==> src/rtl/hwpe_ctrl_package.sv <==
// Shared types for the HWPE control job scheduler: context/FSM enums and the
// status flags bundle exported towards the register file.
package hwpe_ctrl_package;

  // Widest context index carried in the flags bundle (up to 256 contexts).
  localparam int SCHED_CTX_W = 8;

  typedef enum logic [1:0] {
    CTX_FREE,
    CTX_ACQUIRED,
    CTX_QUEUED,
    CTX_RUNNING
  } ctx_state_t;

  typedef enum logic [1:0] {
    SCHED_IDLE,
    SCHED_START,
    SCHED_RUN,
    SCHED_RETIRE
  } job_sched_fsm_t;

  typedef struct packed {
    logic [SCHED_CTX_W-1:0] pointer_context;
    logic [SCHED_CTX_W-1:0] running_context;
    logic                   busy;
    logic [SCHED_CTX_W:0]   nb_free;
  } flags_job_sched_t;

endpackage

==> src/rtl/hwpe_ctrl_ctx_ring.sv <==
// Ring of job contexts: per-context state and owner, plus the programming
// pointer and the running pointer, both wrapping modulo N_CONTEXT.
module hwpe_ctrl_ctx_ring
  import hwpe_ctrl_package::*;
#(
  parameter int N_CONTEXT = 2,
  parameter int N_CORES   = 16,
  localparam int CW = $clog2(N_CONTEXT),
  localparam int OW = $clog2(N_CORES)
) (
  input  logic          clk,
  input  logic          rst_n,
  input  logic          clear,
  input  logic          grant,
  input  logic [OW-1:0] grant_core,
  input  logic          queue,
  input  logic          start,
  input  logic          retire,
  output logic [CW-1:0] ptr,
  output logic [CW-1:0] rptr,
  output logic          ptr_free,
  output logic          lock,
  output logic          run_queued,
  output logic [OW-1:0] run_owner,
  output logic [CW:0]   nb_free
);

  ctx_state_t              state_q [N_CONTEXT];
  logic [N_CONTEXT-1:0][OW-1:0] owner_q;

  // grant/queue touch the slot at ptr and start/retire the slot at rptr; the
  // state guards on each make those two slots distinct whenever both fire.
  always_ff @(posedge clk or negedge rst_n) begin
    if (!rst_n) begin
      for (int i = 0; i < N_CONTEXT; i++) state_q[i] <= CTX_FREE;
      owner_q <= '0;
      ptr     <= '0;
      rptr    <= '0;
    end else if (clear) begin
      for (int i = 0; i < N_CONTEXT; i++) state_q[i] <= CTX_FREE;
      owner_q <= '0;
      ptr     <= '0;
      rptr    <= '0;
    end else begin
      if (grant) begin
        state_q[ptr] <= CTX_ACQUIRED;
        owner_q[ptr] <= grant_core;
      end
      if (queue) begin
        state_q[ptr] <= CTX_QUEUED;
        ptr          <= ptr + CW'(1);
      end
      if (start) state_q[rptr] <= CTX_RUNNING;
      if (retire) begin
        state_q[rptr] <= CTX_FREE;
        rptr          <= rptr + CW'(1);
      end
    end
  end

  always_comb begin
    nb_free = '0;
    lock    = 1'b0;
    for (int i = 0; i < N_CONTEXT; i++) begin
      nb_free = nb_free + (CW+1)'(state_q[i] == CTX_FREE);
      lock    = lock | (state_q[i] == CTX_ACQUIRED);
    end
  end

  assign ptr_free   = (state_q[ptr] == CTX_FREE);
  assign run_queued = (state_q[rptr] == CTX_QUEUED);
  assign run_owner  = owner_q[rptr];

endmodule

==> src/rtl/hwpe_ctrl_job_sched.sv <==
// HWPE job/context scheduler: acquire/trigger bookkeeping and engine sequencing.
// Optional HWPE_CTRL_JOB_SCHED_WATCHDOG_EN adds a RUN-phase timeout.
module hwpe_ctrl_job_sched
  import hwpe_ctrl_package::*;
#(
  parameter int N_CONTEXT    = 2,
  parameter int N_CORES      = 16,
  parameter int JOB_ID_WIDTH = 8
`ifdef HWPE_CTRL_JOB_SCHED_WATCHDOG_EN
  , parameter int WATCHDOG_CYCLES = 65535
`endif
) (
  input  logic                         clk_i,
  input  logic                         rst_ni,
  input  logic                         clear_i,
  input  logic                         acquire_i,
  input  logic [$clog2(N_CORES)-1:0]   acquire_core_i,
  output logic                         acquire_ok_o,
  output logic [JOB_ID_WIDTH-1:0]      acquire_id_o,
  input  logic                         trigger_i,
  output logic                         start_o,
  input  logic                         engine_done_i,
  output logic [$clog2(N_CONTEXT)-1:0] pointer_context_o,
  output logic [$clog2(N_CONTEXT)-1:0] running_context_o,
  output logic [N_CORES-1:0]           evt_o,
`ifdef HWPE_CTRL_JOB_SCHED_WATCHDOG_EN
  output logic                         timeout_o,
`endif
  output logic                         busy_o,
  output logic [$clog2(N_CONTEXT):0]   nb_free_o
);

  localparam int CW = $clog2(N_CONTEXT);
  localparam int OW = $clog2(N_CORES);

  job_sched_fsm_t          fsm_q, fsm_d;
  logic [JOB_ID_WIDTH-1:0] job_id_q;
  logic                    grant, queue, start, retire, wd_hit;
  logic [CW-1:0]           ptr, rptr;
  logic                    ptr_free, lock, run_queued;
  logic [OW-1:0]           run_owner;
  logic [CW:0]             nb_free;
  flags_job_sched_t        flags;
  logic                    unused_flags;

  // Single lock: one job may be programmed at a time, and only into a free slot.
  assign grant = acquire_i & ~clear_i & ptr_free & ~lock;
  assign queue = trigger_i & ~clear_i & lock;

  hwpe_ctrl_ctx_ring #(
    .N_CONTEXT (N_CONTEXT),
    .N_CORES   (N_CORES)
  ) i_ring (
    .clk        (clk_i),
    .rst_n      (rst_ni),
    .clear      (clear_i),
    .grant      (grant),
    .grant_core (acquire_core_i),
    .queue      (queue),
    .start      (start),
    .retire     (retire),
    .ptr        (ptr),
    .rptr       (rptr),
    .ptr_free   (ptr_free),
    .lock       (lock),
    .run_queued (run_queued),
    .run_owner  (run_owner),
    .nb_free    (nb_free)
  );

  always_ff @(posedge clk_i or negedge rst_ni) begin
    if (!rst_ni)      job_id_q <= '0;
    else if (clear_i) job_id_q <= '0;
    else if (grant)   job_id_q <= job_id_q + JOB_ID_WIDTH'(1);
  end

  assign acquire_ok_o = grant;
  assign acquire_id_o = grant ? job_id_q : '0;

`ifdef HWPE_CTRL_JOB_SCHED_WATCHDOG_EN
  localparam int WDW = $clog2(WATCHDOG_CYCLES + 1);

  logic [WDW-1:0] wd_cnt_q;
  logic           timed_out_q;

  // Fires on the RUN cycle that completes WATCHDOG_CYCLES cycles of RUN.
  assign wd_hit = (fsm_q == SCHED_RUN) && !engine_done_i &&
                  (wd_cnt_q == WDW'(WATCHDOG_CYCLES - 1));

  always_ff @(posedge clk_i or negedge rst_ni) begin
    if (!rst_ni) begin
      wd_cnt_q    <= '0;
      timed_out_q <= 1'b0;
    end else if (clear_i) begin
      wd_cnt_q    <= '0;
      timed_out_q <= 1'b0;
    end else begin
      timed_out_q <= wd_hit;
      if (fsm_q == SCHED_START)    wd_cnt_q <= '0;
      else if (fsm_q == SCHED_RUN) wd_cnt_q <= wd_cnt_q + WDW'(1);
    end
  end

  assign timeout_o = (fsm_q == SCHED_RETIRE) & timed_out_q;
`else
  assign wd_hit = 1'b0;
`endif

  always_ff @(posedge clk_i or negedge rst_ni) begin
    if (!rst_ni)      fsm_q <= SCHED_IDLE;
    else if (clear_i) fsm_q <= SCHED_IDLE;
    else              fsm_q <= fsm_d;
  end

  always_comb begin
    fsm_d = fsm_q;
    case (fsm_q)
      SCHED_IDLE:   if (run_queued) fsm_d = SCHED_START;
      SCHED_START:  fsm_d = SCHED_RUN;
      SCHED_RUN:    if (engine_done_i || wd_hit) fsm_d = SCHED_RETIRE;
      SCHED_RETIRE: fsm_d = SCHED_IDLE;
      default:      fsm_d = SCHED_IDLE;
    endcase
  end

  always_comb begin
    start  = (fsm_q == SCHED_START);
    retire = (fsm_q == SCHED_RETIRE);
    evt_o  = '0;
    if (retire) evt_o[run_owner] = 1'b1;
  end

  assign start_o = start;

  assign flags.pointer_context = SCHED_CTX_W'(ptr);
  assign flags.running_context = SCHED_CTX_W'(rptr);
  assign flags.busy            = (nb_free != (CW+1)'(N_CONTEXT));
  assign flags.nb_free         = (SCHED_CTX_W+1)'(nb_free);

  assign pointer_context_o = flags.pointer_context[CW-1:0];
  assign running_context_o = flags.running_context[CW-1:0];
  assign busy_o            = flags.busy;
  assign nb_free_o         = flags.nb_free[CW:0];
  assign unused_flags      = ^flags;

endmodule

==> config.mk <==
export PLATFORM = sky130hd
export DESIGN_NAME = hwpe_ctrl_job_sched
export DESIGN_NICKNAME = d
export VERILOG_FILES = /design/src/rtl/hwpe_ctrl_package.sv /design/src/rtl/hwpe_ctrl_ctx_ring.sv /design/src/rtl/hwpe_ctrl_job_sched.sv
export SDC_FILE = /design/constraint.sdc
export NUM_CORES = 1
export LEC_CHECK = 0
export ABC_AREA = 1
export CORE_MARGIN = 4
export CORE_UTILIZATION = 53
export CTS_BUF_LIST = sky130_fd_sc_hd__clkbuf_4 sky130_fd_sc_hd__clkbuf_8 sky130_fd_sc_hd__clkbuf_16
export DETAILED_ROUTE_END_ITERATION = 16
export PLACE_DENSITY = 0.85
export REMOVE_ABC_BUFFERS = 1
export SYNTH_ARGS = -nofsm -noshare
export SYNTH_HDL_FRONTEND = slang
export SYNTH_SLANG_ARGS = --single-unit
==> constraint.sdc <==
create_clock -name clk_i -period 2.5 [get_ports clk_i]
set_input_delay 0.625 -clock clk_i [delete_from_list [all_inputs] [get_ports clk_i]]
set_output_delay 0.625 -clock clk_i [all_outputs]
set_load 0.02 [all_outputs]
== Word-level counts from Yosys, hierarchy flattened ==
Index checks and enable logic that the tools add are counted.

* Logic and storage cells: 100
* ROM bits: 0
* Output and inout bits: 31
* Input port bits: 10
* Register bits after elaboration: 24
* Memories kept: 0
* Latch bits: 0
* Memory bits (writable): 0

* Shifts and indexed selects: 0
* Div/mod/pow operators: 0
* $add $sub $neg: 4
* Equal/unequal tests: 9
* Multiplexer cells: 39
* Reductions and logical operators: 12
* Bitwise gates (word level): 19
* $mul: 0
* Magnitude comparators: 9

{| class="wikitable"
|+ Operator list
! kind !! number
|-
| $mux W4 || 11
|-
| $mux W8 || 5
|-
| $mux W2 || 11
|-
| $mux W16 || 1
|-
| $add A8 B1 Y8 const B || 1
|-
| $bwmux W8 || 1
|-
| $logic_not A2 Y1 || 4
|-
| $pmux W2 S4 || 1
|-
| $eq A2 B1 Y1 const B || 3
|-
| $eq A2 B2 Y1 const B || 3
|-
| $reduce_bool A2 Y1 || 3
|-
| $and A1 B1 Y1 || 5
|-
| $lt A4 B5 Y1 const B || 1
|-
| $mux W1 || 5
|-
| $and A2 B2 Y2 || 2
|-
| $and A4 B4 Y4 || 1
|-
| $demux W1 S4 || 1
|-
| $demux W2 S1 || 2
|-
| $demux W4 S1 || 1
|-
| $ge A2 B2 Y1 const B || 2
|-
| $ge A4 B1 Y1 const B || 1
|-
| $logic_and A1 B1 Y1 || 4
|-
| $lt A1 B2 Y1 const B || 2
|-
| $lt A2 B1 Y1 const B || 2
|-
| other kinds (14) || 19
|}

== Logic depth before layout (Yosys ltp) ==
* Word-level depth: 18
* Depth in mapped cells: 9

== By module ==
From an unflattened synthesis, not the netlist that was laid out.

* Cell total of the unflattened synthesis: 216
* Area total of the unflattened synthesis: 1534.0 µm²

{| class="wikitable"
|+ By module, submodules not included
! module !! area each (µm²) !! instances !! cells each
|-
| hwpe_ctrl_job_sched || 807.0 || 1 || 125
|-
| hwpe_ctrl_ctx_ring || 726.9 || 1 || 91
|}

== Worst setup path after synthesis ==
OpenSTA, ideal clock, no wires.

* Kind: input -> output
* Start point: in clear_i
* End point: out acquire_id_o[1]
* Slack: 0.452 ns
* Buffers on the path: 1
* Stages on the path: 6
* Arrival: 1.423 ns
* Data required time: 1.875 ns
* Cells stage by stage: buf_6 -> nor2_4 -> nand3_4 -> inv_2 -> nand2_4 -> nor2_1

* Longest elaborated chain between the ends: 5

{| class="wikitable"
|+ RTL lines
! element !! RTL line !! RTL
|-
| start, declared || hwpe_ctrl_job_sched.sv:15 || <nowiki>input logic clear_i,</nowiki>
|-
| $not A1 Y1 || hwpe_ctrl_job_sched.sv:47 || <nowiki>assign grant = acquire_i & ~clear_i & ptr_free & ~lock;</nowiki>
|-
| $and A1 B1 Y1 (3 in series) || hwpe_ctrl_job_sched.sv:47 ||
|-
| $mux W8 || hwpe_ctrl_job_sched.sv:78 || <nowiki>assign acquire_id_o = grant ? job_id_q : '0;</nowiki>
|-
| end, declared || hwpe_ctrl_job_sched.sv:19 || <nowiki>output logic [JOB_ID_WIDTH-1:0] acquire_id_o,</nowiki>
|}

No other way between the ends.

== Worst setup path after layout ==
* Start point: in acquire_i
* End point: out acquire_id_o[7]

* Longest elaborated chain between the ends: 4

{| class="wikitable"
|+ RTL lines
! element !! RTL line !! RTL
|-
| start, declared || hwpe_ctrl_job_sched.sv:16 || <nowiki>input logic acquire_i,</nowiki>
|-
| $and A1 B1 Y1 (3 in series) || hwpe_ctrl_job_sched.sv:47 ||
|-
| $mux W8 || hwpe_ctrl_job_sched.sv:78 ||
|}

No other way between the ends.

==> summary.md <==
| Metric | Value |
|---|---|
| Status | `finished clean` |
| Sw Share | `0.423` |
| Via/cell ratio | `4.94` |
| Nets | `303` |
| Post-route ant nets | `0` |
| Min cycle time layout | `2400 ps` |
| P per Cell Area | `758 nW/um2` |
| Commonest register cell after synthesis | `dfrtp_1` |
| Tot Pwr | `0.00160 W` |
| Clk_lat worst skew | `330 ps` |
| Setup Total Neg Slack | `0 ps` |
| Post-layout util | `0.696` |
| WP data arrival | `1770 ps` |
| Fin area | `2110 um2` |
| Worst Path Max Fanout | `9` |
| Pins Over Slew Limit | `0` |
| Setup CP Type | `in2out` |
| Post-synthesis sequential area ratio | `0.362` |
| # DRC | `0` |
| Post-Synthesis Cells | `235` |
| Core area | `3030 um2` |
| Logic pwr share | `0.500` |
| Number of synthesized flops with an enable pin | `0` |
| # rows | `20` |
| Crit path capture type | `primary output` |
| Cell variety after synth | `24` |
| Post-CTS Hold Fix Bufs | `0` |
| Initial core utilization | `0.548` |
| First-pass GRT wire length | `6460 um` |
| Initial antenna violation count | `0` |
| Hold Vio Cnt, Final | `0` |
| Reg2reg end | `fsm_q[1]` |
| Max transition margin | `0.774` |
| Area growth syn-to-layout | `27.1%` |
| H-tree depth | `1` |
| Gp weighted congestion | `0.847` |
| Die height | `64.0 um` |
| Port Buffers | `40` |
| Root buf cell | `clkbuf_4` |
| R2R depth | `8` |
| Hold endpoint | `job_id_q[7]` |
| Placed inst area | `2140 um2` |
| Grt total ovfl | `0` |
| All-Layer GR Usage | `0.195` |
| Clk sinks | `24` |
| Setup WS pre-CTS | `-364 ps` |
| Leak | `1.07 nW` |
| Final worst-path cycle share | `0.959` |
| Seq pwr share | `0.322` |
| Synth top area cells | `dfrtp_1, nand2_1, inv_1, nor2_1, ha_1` |
| R2R Path Start | `i_ring.rptr` |
| Ant diodes | `0` |
| Actual transition at the worst max-transition pin | `336 ps` |
| Final WS setup | `102 ps` |
| Async S/R FF share, synth | `1.00` |
| Detailed placement HPWL | `2870 um` |
| Hold_sp | `job_id_q[7]` |
| Clock transition at path regs | `140 ps` |
| Register-to-register setup slack | `1100 ps` |
| DR pass1 iterations | `4` |
| CTS tree | `done` |
| Hold path depth | `2` |
| Post-synthesis instance area | `1660 um2` |
| Startpoint types | `primary input` |
| Worst min path class | `reg2reg` |
| Syn_area_per_cell | `7.06 um2` |
| Share of layout cells above drive strength 1 | `0.228` |
| Die width | `64.0 um` |
| RSZ-0062 raised after global routing | `true` |
| Yosys top cell area share | `0.362` |
| Initial DRC count | `89` |
| Clk pwr share | `0.178` |
| Vias in the first global route | `1507` |
| Required time worst endpoint | `1880 ps` |
| I/O Pins | `41` |
| Final setup vio count | `0` |
| Routed via count | `1624` |
| DIE AREA | `4090 um2` |
| Int Pwr | `0.000922 W` |
| Clock skew | `9.91 ps` |
| Yosys reg bits | `24` |
| Maximum clock rate | `0.417 GHz` |
| Max Root-Sink Buffers | `2` |
| CTS Buf Count | `3` |
| Routed wire length | `3770 um` |
| WL/cell | `11.5 um` |
| Pin count of the biggest net entering global routing | `25` |
| VDD IR max | `0.721 mV` |
| Total net switching power | `0.000677 W` |
| YS warnings | `0` |
| Max Cap Viol | `0` |
| Area leader, netlist | `dfrtp_1` |
[synth_stat cells (2+ instances only)]
master    instances
nand2_1          53
inv_1            39
nor2_1           36
dfrtp_1          24
o21ai_0          14
nand4_1           9
ha_1              7
nand2_2           7
nand3_1           7
o21ai_1           7
inv_2             6
o21ai_2           5
a21oi_1           3
nor2_2            3
a31oi_1           2
buf_6             2
nand2_4           2
nand3_2           2
o21bai_1          2
[critical path: stages]
cell and delay [ps]:
clkdlybuf4s50_1 460, inv_1 60, nor2_4 100, nand3_4 80, inv_2 70, nand2_4 90, nor2_1 110, buf_2 170
[how the worst max path moves through the flow]
stage / start / endpoint / cells past startpoint
3_5_place_dp: acquire_i / acquire_id_o[7] / 8
5_1_grt: i_ring.rptr / evt_o[2] / 6
2_1_floorplan: i_ring.rptr / evt_o[1] / 6
3_3_place_gp: acquire_i / acquire_id_o[6] / 8
4_1_cts: acquire_i / acquire_id_o[5] / 8
6_report: acquire_i / acquire_id_o[7] / 8
[metrics by stage]
step / cells / hold WS, ps
after floorplan: 232 / 329
after global placement: 323 / 497
after detailed placement: 323 / 507
after CTS: 327 / 544
after global routing: 329 / 573
final: 329 / 539
[final cells by class]
cell class | instances | area (um2)
Fill cell | 260 | 920
Multi-Input combinational cell | 163 | 872
Sequential cell | 24 | 602
Timing Repair Buffer | 49 | 358
Inverter | 45 | 169
Tap cell | 44 | 55.1
Clock inverter | 1 | 30.0
Clock buffer | 3 | 22.5
[flip-flops by register name, indices dropped and copies added (netlist names)]
name	flops
i_ring.state_q	4
fsm_q	2
job_id_q	8
i_ring.rptr	1
i_ring.ptr	1
i_ring.owner_q	8
[per-layer routing]
metal | part of all wire | GRT usage
met5 | 0 | 0
met4 | 0.018 | 0.0809
met3 | 0.031 | 0.0281
met2 | 0.48 | 0.320
met1 | 0.47 | 0.257
[timing repair]
action | in CTS | in global routing
buffers inserted | 0 | 2
resized for setup | 51 | 33
setup endpoints to repair | 25 | 14
[placed cells by master (no fill, tap or decap)]
| cell type | netlist | routed |
|---|---|---|
| ha_1 | 7 | 6 |
| nor2_4 | 1 | 1 |
| clkdlybuf4s15_1 | 0 | 1 |
| nor2_2 | 3 | 3 |
| dlygate4sd2_1 | 0 | 2 |
| a21oi_4 | 1 | 1 |
| bufinv_16 | 0 | 1 |
| nand3_4 | 1 | 1 |
| nand2_1 | 53 | 53 |
| a21oi_1 | 3 | 3 |
| clkbuf_4 | 0 | 3 |
| o21bai_1 | 2 | 2 |
| o21ai_4 | 0 | 1 |
| nand3_1 | 7 | 7 |
| dfrtp_1 | 24 | 23 |
| o21ai_0 | 14 | 14 |
| nor3b_1 | 1 | 1 |
| nand4_1 | 9 | 9 |
| o21ai_1 | 7 | 7 |
| inv_2 | 6 | 6 |
| a31oi_1 | 2 | 2 |
| buf_4 | 0 | 10 |
| nand2_4 | 2 | 2 |
| nand3_2 | 2 | 2 |
| nor2_1 | 36 | 36 |
| clkdlybuf4s50_1 | 0 | 15 |
| o21ai_2 | 5 | 4 |
| nand2_2 | 7 | 7 |
| ha_2 | 0 | 1 |
| inv_1 | 39 | 39 |
| dfrtp_2 | 0 | 1 |
| clkbuf_2 | 0 | 14 |
| buf_2 | 1 | 7 |
[kinds of logic after synthesis]
| kind of cell | Yosys count | share of synthesized area |
|---|---|---|
| simple gates | 122 | 0.342 |
| buf+inv | 48 | 0.118 |
| compound gates | 34 | 0.125 |
| flops | 24 | 0.362 |
| fa+ha+maj | 7 | 0.0528 |
[power by group through the flow]
stage,clock network [W],logic [W],registers [W]
floorplan,0,0.000529,0.000521
global placement,0,0.000787,0.000519
detailed placement,0,0.000795,0.000521
CTS,0.000294,0.000791,0.000516
global route,0.000310,0.000899,0.000526
finish,0.000285,0.000800,0.000514
No activity file was read; power rests on OpenSTA's default activity.
